$ cat src/rtl/game_controller.sv
// Tic-tac-toe move controller: validates moves, tracks both boards and the
// player to move, and detects wins and draws one cycle after each accepted move.
module game_controller #(
    parameter bit FIRST_PLAYER = 1'b0
) (
    input  logic       clk,
    input  logic       rst,
    input  logic       new_game,
    input  logic       move_valid,
    input  logic [8:0] square_sel,
    output logic       dec_en,
    output logic [8:0] x_board,
    output logic [8:0] o_board,
    output logic       turn,
    output logic [1:0] state,
    output logic [1:0] winner,
    output logic       done,
    output logic       illegal,
    output logic [3:0] move_cnt
);

    typedef enum logic [1:0] {
        ST_PLAY  = 2'b00,
        ST_CHECK = 2'b01,
        ST_OVER  = 2'b10
    } state_t;

    state_t     state_r, state_s;
    logic [8:0] x_r, x_s, o_r, o_s;
    logic       turn_r, turn_s;
    logic [1:0] winner_r, winner_s;
    logic [3:0] cnt_r, cnt_s;
    logic       illegal_r, illegal_s;
    logic       done_r;

    function automatic logic is_onehot(input logic [8:0] v);
        return (v != 9'd0) && ((v & (v - 9'd1)) == 9'd0);
    endfunction

    // Any of the eight rows, columns or diagonals fully occupied.
    function automatic logic has_line(input logic [8:0] b);
        return (b[0] & b[1] & b[2]) | (b[3] & b[4] & b[5]) | (b[6] & b[7] & b[8]) |
               (b[0] & b[3] & b[6]) | (b[1] & b[4] & b[7]) | (b[2] & b[5] & b[8]) |
               (b[0] & b[4] & b[8]) | (b[2] & b[4] & b[6]);
    endfunction

    // Next-state and next-register values; new_game overrides everything.
    always_comb begin
        x_s       = x_r;
        o_s       = o_r;
        turn_s    = turn_r;
        state_s   = state_r;
        winner_s  = winner_r;
        cnt_s     = cnt_r;
        illegal_s = 1'b0;
        case (state_r)
            ST_PLAY: begin
                if (move_valid) begin
                    if (is_onehot(square_sel) && ((square_sel & (x_r | o_r)) == 9'd0)) begin
                        if (turn_r) begin
                            o_s = o_r | square_sel;
                        end else begin
                            x_s = x_r | square_sel;
                        end
                        cnt_s   = cnt_r + 4'd1;
                        state_s = ST_CHECK;
                    end else begin
                        illegal_s = 1'b1;
                    end
                end else begin
                    illegal_s = 1'b0;
                end
            end
            ST_CHECK: begin
                // Win is tested before the draw so a ninth-move line wins.
                if (has_line(turn_r ? o_r : x_r)) begin
                    winner_s = turn_r ? 2'b10 : 2'b01;
                    state_s  = ST_OVER;
                end else if (cnt_r == 4'd9) begin
                    winner_s = 2'b11;
                    state_s  = ST_OVER;
                end else begin
                    turn_s  = ~turn_r;
                    state_s = ST_PLAY;
                end
            end
            ST_OVER: begin
                state_s = ST_OVER;
            end
            default: begin
                state_s = ST_PLAY;
            end
        endcase
        if (new_game) begin
            x_s       = 9'd0;
            o_s       = 9'd0;
            turn_s    = FIRST_PLAYER;
            state_s   = ST_PLAY;
            winner_s  = 2'b00;
            cnt_s     = 4'd0;
            illegal_s = 1'b0;
        end else begin
            illegal_s = illegal_s;
        end
    end

    // State and output registers with synchronous reset.
    always_ff @(posedge clk) begin
        if (rst) begin
            state_r   <= ST_PLAY;
            x_r       <= 9'd0;
            o_r       <= 9'd0;
            turn_r    <= FIRST_PLAYER;
            winner_r  <= 2'b00;
            cnt_r     <= 4'd0;
            illegal_r <= 1'b0;
            done_r    <= 1'b0;
        end else begin
            state_r   <= state_s;
            x_r       <= x_s;
            o_r       <= o_s;
            turn_r    <= turn_s;
            winner_r  <= winner_s;
            cnt_r     <= cnt_s;
            illegal_r <= illegal_s;
            done_r    <= (state_s == ST_OVER);
        end
    end

    assign dec_en   = (state_r == ST_PLAY);
    assign x_board  = x_r;
    assign o_board  = o_r;
    assign turn     = turn_r;
    assign state    = state_r;
    assign winner   = winner_r;
    assign done     = done_r;
    assign illegal  = illegal_r;
    assign move_cnt = cnt_r;

endmodule

$ cat config.mk
export PLATFORM = sky130hd
export DESIGN_NAME = game_controller
export DESIGN_NICKNAME = d
export VERILOG_FILES = /design/src/rtl/game_controller.sv
export SDC_FILE = /design/constraint.sdc
export NUM_CORES = 1
export LEC_CHECK = 0
export BUFFER_PORTS_ARGS = -buffer_cell sky130_fd_sc_hd__buf_2
export CORE_MARGIN = 10
export CORE_UTILIZATION = 42
export CTS_BUF_LIST = sky130_fd_sc_hd__clkbuf_8
export CTS_CLUSTER_DIAMETER = 30
export DETAILED_ROUTE_END_ITERATION = 12
export GPL_TIMING_DRIVEN = 0
export PLACE_DENSITY = 0.68
export SYNTH_ARGS = -nofsm -noshare
export SYNTH_HDL_FRONTEND = slang
export SYNTH_SLANG_ARGS = --single-unit
$ cat constraint.sdc
create_clock -name clk -period 5.7 [get_ports clk]
set_input_delay 0.285 -clock clk [delete_from_list [all_inputs] [get_ports clk]]
set_output_delay 0.285 -clock clk [all_outputs]
set_load 0.03 [all_outputs]
# --- Word-level counts from Yosys, hierarchy flattened ---
# Cells that the tools add are included.
# Widths: inputs -> output; s select.
word_totals:
  register_bits: 29
  out_inout_bits: 30
  elab_cells: 72
classes:
  n_addsub: 2
  eq_ne: 4
  n_mux: 11
  bitwise_logic: 33
  n_reduce_logical: 14
ops:
  columns: ["op", "count"]
  rows:
  - ["$or 9x9->9", 3]
  - ["$and 9x9->9", 2]
  - ["$logic_not 9->1", 2]
  - ["$and 1x1->1", 16]
  - ["$mux 2", 8]
  - ["$mux 9", 1]
  - ["$reduce_bool 9->1", 1]
  - ["$sub 9x1->9 const B", 1]
  - ["$reduce_and 4->1", 2]
  - ["$or 1x1->1", 7]
  - ["$pmux 2 s3", 1]
  - ["$reduce_and 3->1", 2]
  - ["$not 1->1", 5]
  - ["$add 4x1->4 const B", 1]
  - ["$eq 2x2->1 const B", 2]
  - ["$eq 4x4->1 const B", 1]
  - ["$reduce_or 4->1", 1]
  - ["$eq 2x1->1 const B", 1]
  - ["$logic_and 1x1->1", 2]
  - ["$logic_not 2->1", 1]
  - ["$reduce_and 2->1", 1]
  - ["$reduce_bool 2->1", 1]
  - ["$reduce_or 2->1", 1]
  - ["$mux 1", 1]

# --- Logic depth before layout (Yosys ltp) ---
logic_depth:
  word_depth: 14
  depth_mapped: 6
  ltp_nobuf: 5

# --- Least setup slack after synthesis ---
# OpenSTA, ideal clock, no wires.
synth_path:
  path_type: "input to register"
  startpoint: "in square_sel[1]"
  endpoint: "reg cnt_r[3] (netlist: move_cnt[3])"
  setup_time_ns: 0.070
  t_arrival_ns: 2.256
  required_ns: 5.630
  slack_ns: 3.374
  cell_stages: 6
  path_cell_list: "or3_1 -> o41a_1 -> or4_4 -> buf_6 -> or4_1 -> a21oi_1"
synth_between:
  elab_chain_len: 6
  elab_cells_between_ends: 9
  cone_classes: "add/sub (1); bitwise (2); reduce/logical (6)"
synth_lines:
  columns: ["item", "line_no", "text"]
  rows:
  - ["start: declaration", "10", "input logic [8:0] square_sel,"]
  - ["$sub 9x1->9", "37", "return (v != 9'd0) && ((v & (v - 9'd1)) == 9'd0);"]
  - ["$and 9x9->9", "37", null]
  - ["$logic_not 9->1", "37", null]
  - ["$logic_and 1x1->1", "37", null]
  - ["$logic_and 1x1->1 *", "59", "if (is_onehot(square_sel) && ((square_sel & (x_r | o_r)) == 9'd0)) begin"]
  - ["$reduce_and 3->1 (no source line) *", null, null]
  - ["end signal: assignment", "124", "cnt_r <= cnt_s;"]
  - ["end: declaration", "32", "logic [3:0] cnt_r, cnt_s;"]
# Mark *: on every way between the ends. The rest lies on a longest branch, timed or not.
# A chain may end at the register's enable or synchronous reset.

# --- Worst setup path after layout ---
layout_path:
  startpoint: "in square_sel[1]"
  endpoint: "reg x_r[1] (netlist: x_board[1])"
layout_between:
  elab_chain_len: 6
  elab_cells_between_ends: 10
  cone_classes: "add/sub (1); bitwise (3); reduce/logical (6)"
layout_lines:
  columns: ["item", "line_no", "text"]
  rows:
  - ["$sub 9x1->9", "37", null]
  - ["$and 9x9->9", "37", null]
  - ["$logic_not 9->1", "37", null]
  - ["$logic_and 1x1->1", "37", null]
  - ["$logic_and 1x1->1", "59", null]
  - ["$reduce_and 4->1 (no source line)", null, null]
  - ["end signal: assignment", "120", "x_r <= x_s;"]
  - ["end: declaration", "29", "logic [8:0] x_r, x_s, o_r, o_s;"]
# Several ways; a longest one is shown, not always the timed one.

==> flow_summary_export.csv <==
group,metric,value,unit
clocking,numCtsBuffers,5,
grt,grt_overflow_total,0,
critical_path,crit_slowest_cell,"nor4_4",
cells_and_area,area_delta_synth_final,25.6,%
detailed_routing,num_vias,1345,
placed_design,place_congestion,0.873,
critical_path,path_cells,"buf_2 > or3_1 > o41a_1 > or4_4 > buf_6 > nor4_4 > a22o_2",
sta,finalClockSkew,1.45,ps
critical_path,worst-path-max-fanout,10,
pwr,vdd_drop_max,0.119,mV
placed_design,pre_cts_ws,2980,ps
sta,fin_ws,3270,ps
synthesis,synth.net_count,155,
floorplanning,dieArea,0.00591,mm^2
synthesis,yosys_register_bits,29,
sta,rsz0062_at_grt,"no",
sta,slew_viol_final,0,
critical_path,required,5930,ps
cells_and_area,fin_cells,234,
synthesis,ys_seq_area_share,42.7,%
critical_path,critPathBufInv,2,
synthesis,synth.distinct_cells,35,
clocking,path_clk_slew,60,ps
clocking,clock_path_buffers,2,
clocking,cts_root_buf,"clkbuf_8",
status,status,"finished clean",
synthesis,netlist_instances,140,
cells_and_area,insertedDiodeCount,0,
sta,finalCritPeriodShare,42.6,%
synthesis,synth_ff_type,"dfxtp_1",
cells_and_area,nNetsFinal,204,
sta,setup_viol,0,
sta,period_needed,2430,ps
floorplanning,pin_count,43,
sta,maxSlewHeadroom,59.9,%
synthesis,avgSynthCellArea,9.71,um^2
critical_path,path_class,"in2reg",
grt,grt_start_max_net_pins,11,
critical_path,cp_top_family,"simple AND/OR/NAND/NOR gates",
hold_path,hold_path_class,"in2reg",
critical_path,critPathMaxStageDelay,560,ps
detailed_routing,final_antenna_net_count,0,
floorplanning,die_x,76.9,um
detailed_routing,drt_iter0_markers,61,
synthesis,async_flop_share,0,%
sta,fmax,412,MHz
clocking,cts_num_sinks,29,
clocking,cts_setup_buffers,0,
cells_and_area,fillCellCount,299,
grt,grt_pass1_wl,6440,um
floorplanning,fp-row-count,20,
clocking,ctsHoldBuffers,0,
synthesis,synth_area,0.00136,mm^2
critical_path,cp-start-kind,"input pin",
critical_path,crit_arrival,2650,ps
sta,hold_viol_final,0,
placed_design,numPortBuffers,42,
placed_design,dp.cells,226,
floorplanning,start_util,44.1,%
detailed_routing,wl_per_cell,16.4,um
job,maxCapViolCount,0,
detailed_routing,wl,3830,um
pwr,power_density,226,mW/mm^2
synthesis,synth_edf_count,0,
grt,grt_usage,13.2,%
clocking,cts_resized,0,
synthesis,yosysWarnings,0,
cells_and_area,drive_gt1_share,31.1,%
sta,worst_pin_slew,596,ps
detailed_routing,avgViaCountPerCell,5.75,
clocking,insertion_delay,280,ps
grt,antenna_found_initial,0,
sta,setup_tns,0,ps
floorplanning,core,0.00308,mm^2
floorplanning,die_h,76.9,um
pwr,power_leakage,0.000693,uW
critical_path,crit_path_end_kind,"register",
clocking,cts_max_level,2,
clocking,cts_tree,"yes",
detailed_routing,dr.pass1.iters,4,
placed_design,dp_hpwl,2930,um
detailed_routing,post-route-drc-count,0,
grt,grt_pass1_vias,1341,
==> cells in the final DEF (no fill, tap or decap), types with 2 or more instances in the layout <==
master,Yosys,layout
nand2_1,10,10
dfxtp_1,29,29
inv_1,6,7
nor4_4,2,2
clkinv_2,0,2
or3_1,2,2
nand4_1,3,3
o21a_1,2,2
o21ai_0,7,7
o221a_2,2,2
or4_1,3,3
nor2b_1,3,3
o31ai_1,5,5
a22o_1,16,16
o41ai_1,2,2
a22o_2,2,2
or2_2,2,2
clkbuf_1,4,4
nor4_1,3,3
ha_1,2,2
clkbuf_8,0,5
a21oi_1,6,6
nor2_1,5,5
buf_2,0,42
a22oi_1,8,8
o32ai_1,4,4
==> final timing paths <==
kind                             from                  endpoint  slack, ps  depth (start not counted)
max reg2reg   x_board[2]$_SDFFE_PP0P_   x_board[1]$_SDFFE_PP0P_       3310                          6
min reg2reg  move_cnt[3]$_SDFFE_PP0P_  move_cnt[3]$_SDFFE_PP0P_        500                          2
min                     square_sel[8]   o_board[8]$_SDFFE_PP0P_        280                          2
max                     square_sel[1]   x_board[1]$_SDFFE_PP0P_       3270                          7
==> worst reg2reg max path, stage by stage, from the launching register on <==
cell	delay [ps]
dfxtp_1	350
o41ai_1	400
nand4_1	160
or4_4	460
buf_6	170
nor4_4	570
a22o_2	240
==> metal layers <==
metal	track usage (%)	vias to the layer above	share of wire (%)
met5	0	-	0
met4	5.39	0	1.1
met3	5.59	6	8.3
met2	20.7	50	47
met1	15.4	627	43
li1	-	662	-
==> flip-flops by register name (all words and copies together), names as in the netlist <==
| register | cells |
|---|---|
| turn | 1 |
| done | 1 |
| x_board | 9 |
| illegal | 1 |
| winner | 2 |
| state | 2 |
| move_cnt | 4 |
| o_board | 9 |
==> synthesized netlist by cell type, types with 3 or more instances <==
cell type	number	area (um^2)
o32ai_1	4	35.0
dfxtp_1	29	581
nor2_1	5	18.8
a21oi_1	6	30.0
or4_1	3	22.5
clkbuf_1	4	15.0
inv_1	6	22.5
a22oi_1	8	60.1
a22o_1	16	140
nor4_1	3	18.8
nor2b_1	3	18.8
o21ai_0	7	35.0
nand4_1	3	18.8
o31ai_1	5	37.5
nand2_1	10	37.5
==> stage by stage <==
step | utilization, % | hold slack (ps) | power [uW] | area, um^2
global placement | 52.8 | 472 | 232 | 1620
finish | 55.4 | 281 | 385 | 1710
floorplan | - | 411 | 220 | 1360
CTS | 55.4 | 273 | 388 | 1710
global route | 55.4 | 285 | 402 | 1710
detailed placement | 52.8 | 495 | 233 | 1620
==> cell families after synthesis <==
logic type,share of synthesized area [%]
multiplexers,0.737
buffers and inverters,3.59
AND/OR/NAND/NOR,18.2
flip-flops,42.7
AO/OA/AOI/OAI,32.9
adder cells (fa/ha/maj),1.84
==> layout make-up <==
class / count / area (um^2) / area share [%]
multi-input combinational: 100 / 729 / 42.7
sequential: 29 / 581 / 34.0
timing repair buffer: 42 / 210 / 12.3
clock buffer: 5 / 68.8 / 4.03
tap: 44 / 55.1 / 3.23
buffer: 5 / 26.3 / 1.54
inverter: 6 / 22.5 / 1.32
clock inverter: 3 / 13.8 / 0.806
==> power by group <==
part | switching (uW) | internal (uW) | total [uW]
sequential | 0.204 | 203 | 203
clock | 74.3 | 82.4 | 157
combinational | 16.7 | 8.22 | 25.0
Power figures use the tool's default switching activity.
